$ cat src/rtl/l2_bram_responder_pkg.sv
// l2_mem_pkg: shared FSM state, response struct and byte-merge helper for the L2 BRAM responder
package l2_mem_pkg;
  localparam int DW_MAX = 256;
  localparam int BW_MAX = DW_MAX / 8;
  localparam int IDW_MAX = 8;
  localparam logic [BW_MAX-1:0] BE_FULL = '1;
  typedef enum logic {IDLE, RMW} state_t;
  typedef struct packed {
    logic               valid;
    logic               is_load;
    logic [IDW_MAX-1:0] id;
  } resp_t;
  function automatic logic [DW_MAX-1:0] be_merge(input logic [DW_MAX-1:0] old_d, input logic [DW_MAX-1:0] new_d, input logic [BW_MAX-1:0] be);
    logic [DW_MAX-1:0] m;
    for (int i = 0; i < BW_MAX; i++) m[8*i +: 8] = be[i] ? new_d[8*i +: 8] : old_d[8*i +: 8];
    return m;
  endfunction
endpackage

$ cat src/rtl/l2_bram_responder_if.sv
// l2_bram_responder_if: crossbar-side req/gnt/response bundle of one XBAR_L2 slave port
interface l2_bram_responder_if #(
  parameter int ADDR_WIDTH = 12,
  parameter int DATA_WIDTH = 32,
  parameter int ID_WIDTH   = 2
);
  logic                    data_req_i;
  logic [ADDR_WIDTH-1:0]   data_add_i;
  logic                    data_wen_i;
  logic [DATA_WIDTH-1:0]   data_wdata_i;
  logic [DATA_WIDTH/8-1:0] data_be_i;
  logic [ID_WIDTH-1:0]     data_ID_i;
  logic                    data_gnt_o;
  logic                    data_r_valid_o;
  logic [DATA_WIDTH-1:0]   data_r_rdata_o;
  logic [ID_WIDTH-1:0]     data_r_ID_o;
  modport master (
    output data_req_i, data_add_i, data_wen_i, data_wdata_i, data_be_i, data_ID_i,
    input  data_gnt_o, data_r_valid_o, data_r_rdata_o, data_r_ID_o
  );
  modport slave (
    input  data_req_i, data_add_i, data_wen_i, data_wdata_i, data_be_i, data_ID_i,
    output data_gnt_o, data_r_valid_o, data_r_rdata_o, data_r_ID_o
  );
endinterface

$ cat src/rtl/l2_bram_responder_resp_pipe.sv
// l2_resp_pipe: RESP_LATENCY-deep delay line for the response struct and read data (pass-through at 0)
module l2_resp_pipe
  import l2_mem_pkg::*;
#(
  parameter int DATA_WIDTH   = 32,
  parameter int RESP_LATENCY = 0
) (
  input  logic                  clk,
  input  logic                  rst_n,
  input  resp_t                 i_resp,
  input  logic [DATA_WIDTH-1:0] i_rdata,
  output resp_t                 o_resp,
  output logic [DATA_WIDTH-1:0] o_rdata
);
  // Tap k is the input delayed by k cycles; the last register stage is never tapped.
  resp_t                 r_resp  [RESP_LATENCY+1];
  logic [DATA_WIDTH-1:0] r_rdata [RESP_LATENCY+1];
  resp_t                 w_resp  [RESP_LATENCY+1];
  logic [DATA_WIDTH-1:0] w_rdata [RESP_LATENCY+1];
  always_ff @(posedge clk or negedge rst_n) begin
    if (!rst_n) begin
      for (int k = 0; k <= RESP_LATENCY; k++) begin
        r_resp[k]  <= '0;
        r_rdata[k] <= '0;
      end
    end else begin
      for (int k = 0; k <= RESP_LATENCY; k++) begin
        r_resp[k]  <= w_resp[k];
        r_rdata[k] <= w_rdata[k];
      end
    end
  end
  always_comb begin
    w_resp[0]  = i_resp;
    w_rdata[0] = i_rdata;
    for (int k = 1; k <= RESP_LATENCY; k++) begin
      w_resp[k]  = r_resp[k-1];
      w_rdata[k] = r_rdata[k-1];
    end
    o_resp  = w_resp[RESP_LATENCY];
    o_rdata = w_rdata[RESP_LATENCY];
  end
endmodule

$ cat src/rtl/l2_bram_responder.sv
// l2_bram_responder: XBAR_L2 slave-port responder for a single-port BRAM, with RMW for partial stores.
// Define L2_RESP_STATS_EN to add the rd/wr/rmw transaction counters.
module l2_bram_responder
  import l2_mem_pkg::*;
#(
  parameter int ADDR_WIDTH   = 12,
  parameter int DATA_WIDTH   = 32,
  parameter int BE_WIDTH     = DATA_WIDTH / 8,
  parameter int ID_WIDTH     = 2,
  parameter int RESP_LATENCY = 0
) (
  input  logic                  clk,
  input  logic                  rst_n,
  l2_bram_responder_if.slave    bus,
  output logic [ADDR_WIDTH-1:0] ADDRA_o,
  output logic [DATA_WIDTH-1:0] DINA_o,
  input  logic [DATA_WIDTH-1:0] DOUTA_i,
  output logic                  ENA_o,
  output logic                  WEA_o
`ifdef L2_RESP_STATS_EN
  ,
  output logic [31:0]           rd_cnt_o,
  output logic [31:0]           wr_cnt_o,
  output logic [31:0]           rmw_cnt_o
`endif
);
  state_t                r_state, w_next;
  logic                  w_gnt, w_part, w_full, w_none;
  logic [ADDR_WIDTH-1:0] r_addr;
  logic [DATA_WIDTH-1:0] r_wdata, w_merged, w_rdata;
  logic [BE_WIDTH-1:0]   r_be;
  logic [ID_WIDTH-1:0]   r_id;
  resp_t                 r_resp, w_resp;
  always_comb begin
    w_full   = bus.data_be_i == BE_WIDTH'(BE_FULL);
    w_none   = bus.data_be_i == '0;
    w_gnt    = rst_n && r_state == IDLE && bus.data_req_i;
    w_part   = w_gnt && bus.data_wen_i && !w_full && !w_none;
    w_merged = DATA_WIDTH'(be_merge(DW_MAX'(DOUTA_i), DW_MAX'(r_wdata), BW_MAX'(r_be)));
  end
  always_ff @(posedge clk or negedge rst_n) begin
    if (!rst_n) r_state <= IDLE;
    else r_state <= w_next;
  end
  always_comb w_next = (r_state == IDLE && w_part) ? RMW : IDLE;
  // A partial store reads on its grant cycle and writes the merged word in RMW.
  always_comb begin
    bus.data_gnt_o = w_gnt;
    ENA_o   = r_state == RMW || (w_gnt && !(bus.data_wen_i && w_none));
    WEA_o   = r_state == RMW || (w_gnt && bus.data_wen_i && w_full);
    ADDRA_o = r_state == RMW ? r_addr : w_gnt ? bus.data_add_i : '0;
    DINA_o  = r_state == RMW ? w_merged : (w_gnt && bus.data_wen_i) ? bus.data_wdata_i : '0;
  end
  always_ff @(posedge clk or negedge rst_n) begin
    if (!rst_n) begin
      r_addr  <= '0;
      r_wdata <= '0;
      r_be    <= '0;
      r_id    <= '0;
      r_resp  <= '0;
    end else begin
      if (w_part) begin
        r_addr  <= bus.data_add_i;
        r_wdata <= bus.data_wdata_i;
        r_be    <= bus.data_be_i;
        r_id    <= bus.data_ID_i;
      end
      r_resp <= r_state == RMW ? resp_t'{valid: 1'b1, is_load: 1'b0, id: IDW_MAX'(r_id)} :
                (w_gnt && !w_part) ? resp_t'{valid: 1'b1, is_load: !bus.data_wen_i, id: IDW_MAX'(bus.data_ID_i)} :
                '0;
    end
  end
  // DOUTA enters the pipe on the cycle after the read, aligned with its response.
  l2_resp_pipe #(
    .DATA_WIDTH  (DATA_WIDTH),
    .RESP_LATENCY(RESP_LATENCY)
  ) u_pipe (
    .clk    (clk),
    .rst_n  (rst_n),
    .i_resp (r_resp),
    .i_rdata(DOUTA_i),
    .o_resp (w_resp),
    .o_rdata(w_rdata)
  );
  always_comb begin
    bus.data_r_valid_o = w_resp.valid;
    bus.data_r_rdata_o = w_resp.is_load ? w_rdata : '0;
    bus.data_r_ID_o    = ID_WIDTH'(w_resp.id);
  end
`ifdef L2_RESP_STATS_EN
  always_ff @(posedge clk or negedge rst_n) begin
    if (!rst_n) begin
      rd_cnt_o  <= '0;
      wr_cnt_o  <= '0;
      rmw_cnt_o <= '0;
    end else begin
      if (w_gnt && !bus.data_wen_i) rd_cnt_o <= rd_cnt_o + 32'd1;
      if (w_gnt && bus.data_wen_i) wr_cnt_o <= wr_cnt_o + 32'd1;
      if (w_part) rmw_cnt_o <= rmw_cnt_o + 32'd1;
    end
  end
`endif
endmodule

$ cat src/flat_wrapper.sv
// flat-port wrapper written by rule: the top's interface ports become plain ports
module l2_bram_responder_flat import l2_mem_pkg::*;
#(
  parameter int ADDR_WIDTH   = 12,
  parameter int DATA_WIDTH   = 32,
  parameter int BE_WIDTH     = DATA_WIDTH / 8,
  parameter int ID_WIDTH     = 2,
  parameter int RESP_LATENCY = 0
)
  (clk, rst_n, ADDRA_o, DINA_o, DOUTA_i, ENA_o, WEA_o, bus_data_req_i, bus_data_add_i, bus_data_wen_i, bus_data_wdata_i, bus_data_be_i, bus_data_ID_i, bus_data_gnt_o, bus_data_r_valid_o, bus_data_r_rdata_o, bus_data_r_ID_o);
  l2_bram_responder_if #(.ADDR_WIDTH(ADDR_WIDTH), .DATA_WIDTH(DATA_WIDTH), .ID_WIDTH(ID_WIDTH)) bus_i ();
  input  logic clk;
  input  logic rst_n;
  output logic [ADDR_WIDTH-1:0] ADDRA_o;
  output logic [DATA_WIDTH-1:0] DINA_o;
  input  logic [DATA_WIDTH-1:0] DOUTA_i;
  output logic ENA_o;
  output logic WEA_o;
  input wire logic [$bits(bus_i.data_req_i)-1:0] bus_data_req_i;
  input wire logic [$bits(bus_i.data_add_i)-1:0] bus_data_add_i;
  input wire logic [$bits(bus_i.data_wen_i)-1:0] bus_data_wen_i;
  input wire logic [$bits(bus_i.data_wdata_i)-1:0] bus_data_wdata_i;
  input wire logic [$bits(bus_i.data_be_i)-1:0] bus_data_be_i;
  input wire logic [$bits(bus_i.data_ID_i)-1:0] bus_data_ID_i;
  output wire logic [$bits(bus_i.data_gnt_o)-1:0] bus_data_gnt_o;
  output wire logic [$bits(bus_i.data_r_valid_o)-1:0] bus_data_r_valid_o;
  output wire logic [$bits(bus_i.data_r_rdata_o)-1:0] bus_data_r_rdata_o;
  output wire logic [$bits(bus_i.data_r_ID_o)-1:0] bus_data_r_ID_o;
  assign bus_i.data_req_i = bus_data_req_i;
  assign bus_i.data_add_i = bus_data_add_i;
  assign bus_i.data_wen_i = bus_data_wen_i;
  assign bus_i.data_wdata_i = bus_data_wdata_i;
  assign bus_i.data_be_i = bus_data_be_i;
  assign bus_i.data_ID_i = bus_data_ID_i;
  assign bus_data_gnt_o = bus_i.data_gnt_o;
  assign bus_data_r_valid_o = bus_i.data_r_valid_o;
  assign bus_data_r_rdata_o = bus_i.data_r_rdata_o;
  assign bus_data_r_ID_o = bus_i.data_r_ID_o;
  l2_bram_responder #(.ADDR_WIDTH(ADDR_WIDTH), .DATA_WIDTH(DATA_WIDTH), .BE_WIDTH(BE_WIDTH), .ID_WIDTH(ID_WIDTH), .RESP_LATENCY(RESP_LATENCY)) u_core (.clk(clk), .rst_n(rst_n), .bus(bus_i), .ADDRA_o(ADDRA_o), .DINA_o(DINA_o), .DOUTA_i(DOUTA_i), .ENA_o(ENA_o), .WEA_o(WEA_o));
endmodule
$ cat config.mk
export PLATFORM = sky130hd
export DESIGN_NAME = l2_bram_responder_flat
export DESIGN_NICKNAME = d
export VERILOG_FILES = /design/src/rtl/l2_bram_responder_pkg.sv /design/src/rtl/l2_bram_responder_if.sv /design/src/rtl/l2_bram_responder_resp_pipe.sv /design/src/rtl/l2_bram_responder.sv /design/src/flat_wrapper.sv
export SDC_FILE = /design/constraint.sdc
export NUM_CORES = 1
export LEC_CHECK = 0
export BUFFER_PORTS_ARGS = -buffer_cell sky130_fd_sc_hd__buf_4
export CORE_UTILIZATION = 47
export DETAILED_ROUTE_END_ITERATION = 6
export PLACE_DENSITY = 0.79
export SYNTH_ARGS = -nofsm -noshare
export SYNTH_HDL_FRONTEND = slang
export SYNTH_HIERARCHICAL = 1
export SYNTH_SLANG_ARGS = --single-unit
$ cat constraint.sdc
create_clock -name clk -period 2.2 [get_ports clk]
set_input_delay 0.33 -clock clk [delete_from_list [all_inputs] [get_ports clk]]
set_output_delay 0.33 -clock clk [all_outputs]
set_load 0.1 [all_outputs]
# == Yosys cells after proc, flatten, opt, wreduce, memory -nomap -nowiden ==
# Index checks and enable logic that the tools add are counted.
# totals
reg_bits,55
inputBits,86
output_inout_bits,82
wordCells,40
# op_classes
n_eq_ne,1
mux,12
bitwise,1
n_reduce_logical,18
# op_table
cell,count
32-bit two-way mux,3
8-bit two-way mux,4
12-bit two-way mux,2
10-bit two-way mux,2
1-bit logical AND,10
1-bit zero test,5
4-bit equality test (second input constant),1
4-bit zero test,1
1-bit logical OR,2
1-bit two-way mux,1
1-bit inverter,1

# == Logic depth before layout (Yosys ltp) ==
# Gate-level depths: netlist of run 1.
# logic_depth
word_depth,10
depth_mapped,6
depth_no_buf,3

# == By module ==
# Netlist of run 1, hierarchy kept.
# modules_own_cells
module,n_inst,cells_each,area_each_um2,seq_area_each_um2
l2_bram_responder,1,253,3286.9,1376.3
l2_resp_pipe,1,42,315.3,0.0

# == Worst setup path before layout of run 1 ==
# No wires, ideal clock.
# synth_path
path_kind,reg-to-output
startpoint,register u_core.r_state
endpoint,output port WEA_o
arrival_ns,2.421
t_required_ns,1.870
setup_slack_ns,-0.551
stages_incl_launch_ff,6
n_path_buf,2
path_cell_list,dfrtp_1 -> clkbuf_1 -> and3b_1 -> clkbuf_1 -> nand2_1 -> o21bai_1
# synth_between
elab_chain_cells,6
# synth_rtl
element,line,source
from (decl),l2_bram_responder.sv:27,"state_t r_state, w_next;"
from (signal assigned),l2_bram_responder.sv:43,else r_state <= w_next;
1-bit inverter,l2_bram_responder.sv:37,w_gnt = rst_n && r_state == IDLE && bus.data_req_i;
1-bit logical AND (2 in a row),l2_bram_responder.sv:37,
1-bit logical AND (2 in a row),l2_bram_responder.sv:50,WEA_o = r_state == RMW || (w_gnt && bus.data_wen_i && w_full);
1-bit logical OR *,l2_bram_responder.sv:50,
to (decl),flat_wrapper.sv:18,output logic WEA_o;
# Every way passes the cells marked *; elsewhere a longest branch is shown, timed or not.

# == Worst setup path in the final report of run 1 ==
# layout_path
startpoint,register u_core.r_be[1]
endpoint,output port DINA_o[13]
# layout_between
elab_chain_cells,2
# layout_rtl
element,line,source
from (decl),l2_bram_responder.sv:31,logic [BE_WIDTH-1:0] r_be;
from (signal assigned),l2_bram_responder.sv:65,r_be <= bus.data_be_i;
8-bit two-way mux,l2_bram_responder_pkg.sv:15,for (int i = 0; i < BW_MAX; i++) m[8*i +: 8] = be[i] ? new_d[8*i +: 8] : old_d[8*i +: 8];
32-bit two-way mux,l2_bram_responder.sv:52,DINA_o = r_state == RMW ? w_merged : (w_gnt && bus.data_wen_i) ? bus.data_wdata_i : '0;
to (decl),flat_wrapper.sv:15,output logic [DATA_WIDTH-1:0] DINA_o;
# No other way between the ends.

==> results.toml, run 1 <==
[worst_setup_path]
rrSetupSlack_ns = 0.46
crit_family = "flip-flops"
slowest_stage = "dfrtp_1"
endpoint = "DINA_o[13]"
r2r_end = "u_core/r_be[0]"
crit_chain = "mux2_2 -> a22o_2 -> buf_4"
worstPathArrival_ns = 1.74
startpoint = "u_core/r_be[1]"
path_buf_inv = 1
r2r_cells = 5
cp-start-kind = "flip-flop"
crit_required_ns = 1.87
worstSetupPathType = "reg2out"
cp.depth = 3
max_stage_delay_ns = 0.60
worst-path-max-fanout = 9
r2r_start = "u_core/r_state"
critPathCaptureType = "output pin"

[clock_network]
cts_root_buf = "clkbuf_8"
worstSkewPairLatency_ns = 0.30
postCtsSetupRepairBufs = 0
post_cts_resized = 0
cts_tree = "built"
clkSinkCount = 55
cts-buffers-inserted = 5
cts.clk_slew.worst_paths_ns = 0.10
htree_levels = 2
cts_buffer_depth = 2

[pwr]
ir_drop_uv = 369
switching_share_pct = 36.2
power.leakage_nw = 2.50
power_density_nw_per_um2 = 764
intPower_mw = 2.35
switchingPower_mw = 1.33
seqPwrFrac_pct = 38.0
combPwrFrac_pct = 40.6
p_clk_share_pct = 21.4

[timing]
slew_violations = 0
relSlewSlack_pct = 59.3
rsz0062_at_grt = "false"
setup_viol = 0
tightest_slew_ns = 0.611
hold_viol_final = 0
clock-skew-final_ns = 0.00477
fin_ws_ns = 0.128
fin_crit_sh_pct = 94.2
fin_setup_tns_ns = 0
max_freq_mhz = 483
period_minus_slack_ns = 2.07

[floorplanning]
start_util_pct = 48.7
fp.dieW_um = 89.0
die_area_um2 = 7910
row_count = 31
io_pins = 168
core-area_um2 = 7290
die_h_um = 89.0

[cells_and_area]
drive_gt1_share_pct = 72.8
area_growth_pct = 35.5
fillers = 552
nets = 497
final_util_pct = 66.0
postLayoutCellArea_um2 = 4810
antenna-diode-count = 0
finalNonFillerCells = 511

[drt]
first_pass_iters = 4
antenna_left = 0
drc = 0
drtIter0Drc = 70
via_count = 2660
wl_per_cell_um = 16.4
wirelength_um = 8370
routed_via_density = 5.21

[synthesis]
synth.yosys.warnings = 6
synthCells = 288
syn_nets = 374
postSynthAreaPerCell_um2 = 12.3
syn-cell-area_um2 = 3550

[hold_path]
hold_class = "in2async"

[grt]
grt_pass1_vias = 2546
grt_max_degree = 49
grt_usage_pct = 20.7
antenna_found_initial = 0
overflow = 0
grt_pass1_wl_um = 12500

[place]
dp.cells = 502
hpwl_um = 6080
port_buffers = 167
placed_area_um2 = 4670
dp_slack_ns = 0.289
gp_congestion = 0.722

[run_status]
outcome = "complete, no violations"

[job]
maxCapViolations = 0
==> worst register-to-register path, delay by kind of cell, from the launching register on <==
family,cells,cell delay (ns)
multiplexers,1,0.34
flip-flops,1,0.43
buffers and inverters,2,0.44
AND/OR/NAND/NOR,2,0.42
==> per-layer routing <==
layer  routed length [µm]  vias to the layer above  GRT usage, %
met4                   76                        0          4.47
met5                    0                        -             0
met3                  598                        6          4.43
li1                     -                     1244             -
met2                 4120                      106          34.8
met1                 3570                     1304          27.7
==> metrics by stage <==
| stage | power, mW | hold slack (ns) |
|---|---|---|
| after floorplan | 2.60 | 0.0344 |
| after global placement | 2.88 | 0.160 |
| after detailed placement | 2.91 | 0.164 |
| after CTS | 3.71 | 0.171 |
| after global routing | 3.85 | 0.196 |
| final | 3.68 | 0.138 |
==> power by group through the flow <==
stage / logic [mW] / clock network, mW / registers, mW
global route: 1.57 / 0.847 / 1.43
global placement: 1.47 / 0 / 1.41
CTS: 1.50 / 0.805 / 1.40
finish: 1.49 / 0.786 / 1.40
floorplan: 1.28 / 0 / 1.32
detailed placement: 1.50 / 0 / 1.41
==> registers in the layout, indices dropped and copies added, names as in the netlist <==
signal          count
u_core/r_state      1
u_core/r_id         2
u_core/r_resp       4
u_core/r_be         4
u_core/r_wdata     32
u_core/r_addr      12
==> layout make-up <==
type | instances | area [µm²] | share of cell area (%)
clock buffers | 5 | 68.8 | 1.43
clock inverters | 3 | 67.6 | 1.40
inverters | 2 | 7.51 | 0.156
multi-input cells | 171 | 1820 | 37.8
flip-flops and latches | 55 | 1380 | 28.6
well taps | 99 | 124 | 2.57
repair buffers | 176 | 1350 | 28.0
==> repair_timing <==
item	4_1_cts	5_1_grt
hold endpoints to repair	7	0
hold buffers	1	0
setup endpoints to repair	0	0
==> how the worst min path moves through the flow <==
stage | startpoint | end | slack (ns) | cells past startpoint
detailed placement | rst_n | u_core/r_addr[4] | 0.16 | 1
global placement | rst_n | u_core/r_addr[4] | 0.16 | 1
CTS | rst_n | u_core/r_be[1] | 0.17 | 2
floorplan | rst_n | u_core/r_addr[0] | 0.03 | 0
global route | rst_n | u_core/r_addr[7] | 0.20 | 2
finish | rst_n | u_core/r_addr[8] | 0.14 | 2
==> layout by cell type (no fill, tap or decap), types with 2 or more instances in the layout <==
master,instances
mux2_4,40
dfrtp_1,54
buf_4,173
inv_1,2
a22o_1,7
and2_1,33
buf_12,2
a22o_2,37
mux2_2,36
clkbuf_8,5
a32o_1,2
bufinv_16,2
mux2_1,6
(Power assumes the default switching activity.)
==> inputs of run 2 (changes only) <==
--- a/config.mk
+++ b/config.mk
@@ -7,7 +7,9 @@
 export LEC_CHECK = 0
 export BUFFER_PORTS_ARGS = -buffer_cell sky130_fd_sc_hd__buf_4
 export CORE_UTILIZATION = 47
+export CTS_CLUSTER_DIAMETER = 30
 export DETAILED_ROUTE_END_ITERATION = 6
+export GPL_TIMING_DRIVEN = 0
 export PLACE_DENSITY = 0.79
 export SYNTH_ARGS = -nofsm -noshare
 export SYNTH_HDL_FRONTEND = slang
==> constraint.sdc (replaced) <==
create_clock -name clk -period 2.2 [get_ports clk]
set_input_delay 0.44 -clock clk [delete_from_list [all_inputs] [get_ports clk]]
set_output_delay 0.44 -clock clk [all_outputs]
set_load 0.1 [all_outputs]
==> run 2 against run 1 <==
Against the previous run:
- the flow now finishes with violations (hold timing)
- register-to-register slack better by 0.05 ns
- design area is 16% higher
- critical endpoint is now DINA_o[30]
- die area stayed put
- clock-buffer cell count is 1 higher
- non-clock buffer count is 48 higher
- hold slack worse by 0.14 ns
- combinational power is 14% higher
- highest routed layer unchanged
- power hardly changed
- utilization is 10 points higher
- largest cell class is now non-clock buffers
- first-iteration DRC count is 4.3% higher
- fmax is 4.2% lower
==> results.toml, run 2 (synthesis results as in run 1) <==
[cells_and_area]
largest_register = "u_core/r_wdata"
multi_input_area_um2 = 1870
layout_common_cells = "buf_4, dfrtp_1, mux2_4"
top_regs = "u_core/r_wdata (32), u_core/r_addr (12)"
drive_gt1_share_pct = 75.4
postLayoutCellArea_um2 = 5560
area_growth_pct = 56.5
finalNonFillerCells = 558
fillers = 513
regArea_um2 = 1380
final_common_cell = "buf_4"
largest_register_ffs = 32
antenna-diode-count = 0
nets = 545

[worst_setup_path]
path_buf_inv = 3
worst-path-max-fanout = 10
crit_family = "buffers and inverters"
crit_chain = "and4b_1 -> buf_6 -> clkbuf_8 -> a22o_2 -> buf_12"
worstPathArrival_ns = 1.72
cp-start-kind = "flip-flop"
worstSetupPathType = "reg2out"
max_stage_delay_ns = 0.46
crit_required_ns = 1.76
slowest_stage = "dfrtp_2"
critPathCaptureType = "output pin"

[floorplanning]
io_pins = 168
core-area_um2 = 7290
die_h_um = 89.0
start_util_pct = 48.7
die_area_um2 = 7910
row_count = 31
fp.dieW_um = 89.0

[run_status]
outcome = "complete, but fails checks"
violations = "hold timing"

[timing]
period_minus_slack_ns = 2.16
tightest_slew_ns = 0.525
slew_violations = 0
whs_ns = -0.00150
hold_viol_final = 1
rsz0062_at_grt = "true"
fin_crit_sh_pct = 98.3
relSlewSlack_pct = 65.0
setup_viol = 0
max_freq_mhz = 462
clock-skew-final_ns = 0.00602

[clock_network]
cts_tree = "built"
postCtsHoldBufs = 0
worstSkewPairLatency_ns = 0.30
cts-buffers-inserted = 5
cts_buffer_depth = 2
htree_levels = 2
cts.clk_slew.worst_paths_ns = 0.09
cts_root_buf = "clkbuf_8"
clkSinkCount = 55

[hold_path]
hold_class = "in2async"

[drt]
drtIter0Drc = 73
first_pass_iters = 4
drc = 0
via_count = 2879
wl_per_cell_um = 17.5
routed_via_density = 5.16
antenna_left = 0
wirelength_um = 9780

[place]
port_buffers = 167
placed_area_um2 = 5040
hpwl_um = 6960
gp_congestion = 0.721
dp.cells = 554

[grt]
grt_pass1_wl_um = 14100
grt_usage_pct = 23.3
grt_pass1_vias = 2875
overflow = 0
grt_max_degree = 58
antenna_found_initial = 0

[job]
maxCapViolations = 0

[pwr]
ir_drop_uv = 425
power_density_nw_per_um2 = 661
power.leakage_nw = 2.83
run 2: final timing paths:
kind | to | startpoint | cells past startpoint | slack (ns)
max reg2reg | u_core/r_wdata[11] | u_core/r_state | 5 | 0.51
min | u_core/r_wdata[17] | rst_n | 1 | -0.001
max in group asynchronous | u_core/r_be[0] | rst_n | 1 | 1.93
max | DINA_o[30] | u_core/r_state | 5 | 0.04
min reg2reg | u_core/r_resp[1] | u_core/r_id[1] | 1 | 0.50
min in group clk | u_core/r_id[0] | bus_data_ID_i[0] | 2 | 0.36
run 2: layer usage:
metal / part of all wire [%] / wire length (µm) / global-route usage (%)
met5: 0 / 0 / 0
met2: 52 / 5080 / 42.7
met3: 7.0 / 684 / 6.28
met4: 0.49 / 48 / 3.32
met1: 41 / 3970 / 28.2
run 2: worst register-to-register path: stages (launching register included):
cell	delay [ns]
dfrtp_2	0.46
and4b_1	0.28
buf_6	0.14
nand3_4	0.16
buf_6	0.22
mux2_4	0.32
run 2: through the flow:
stage / power, mW / setup WS (ns) / TNS [ns] / util [%]
floorplan: 2.61 / -0.100 / -0.106 / -
CTS: 3.62 / 0.000850 / 0 / 73.1
global placement: 2.95 / -0.774 / -39.53 / 69.1
detailed placement: 3.01 / -0.791 / -40.22 / 69.1
finish: 3.68 / 0.0377 / 0 / 76.3
global route: 3.83 / -0.0268 / -0.372 / 76.3
run 2: final cells by class:
type	count	area share, %
clock buffer	6	1.48
inverter	2	0.135
clock inverter	1	0.0900
multi-input combinational	171	33.7
tap	99	2.23
timing repair buffer	170	30.0
buffer	54	7.60
sequential	55	24.8
run 2: power by group:
part / leakage [nW] / switching [mW] / total [mW] / internal (mW)
logic: 2.12 / 0.886 / 1.70 / 0.818
registers: 0.657 / 0.181 / 1.41 / 1.23
clock network: 0.0470 / 0.313 / 0.562 / 0.248
total: 2.83 / 1.38 / 3.68 / 2.29
run 2: repair_timing:
item                                   in CTS  in global routing
setup endpoints to repair                  47                 33
setup buffers                               3                  0
endpoints found under the hold margin       0                  0
gates resized for setup                    59                 55
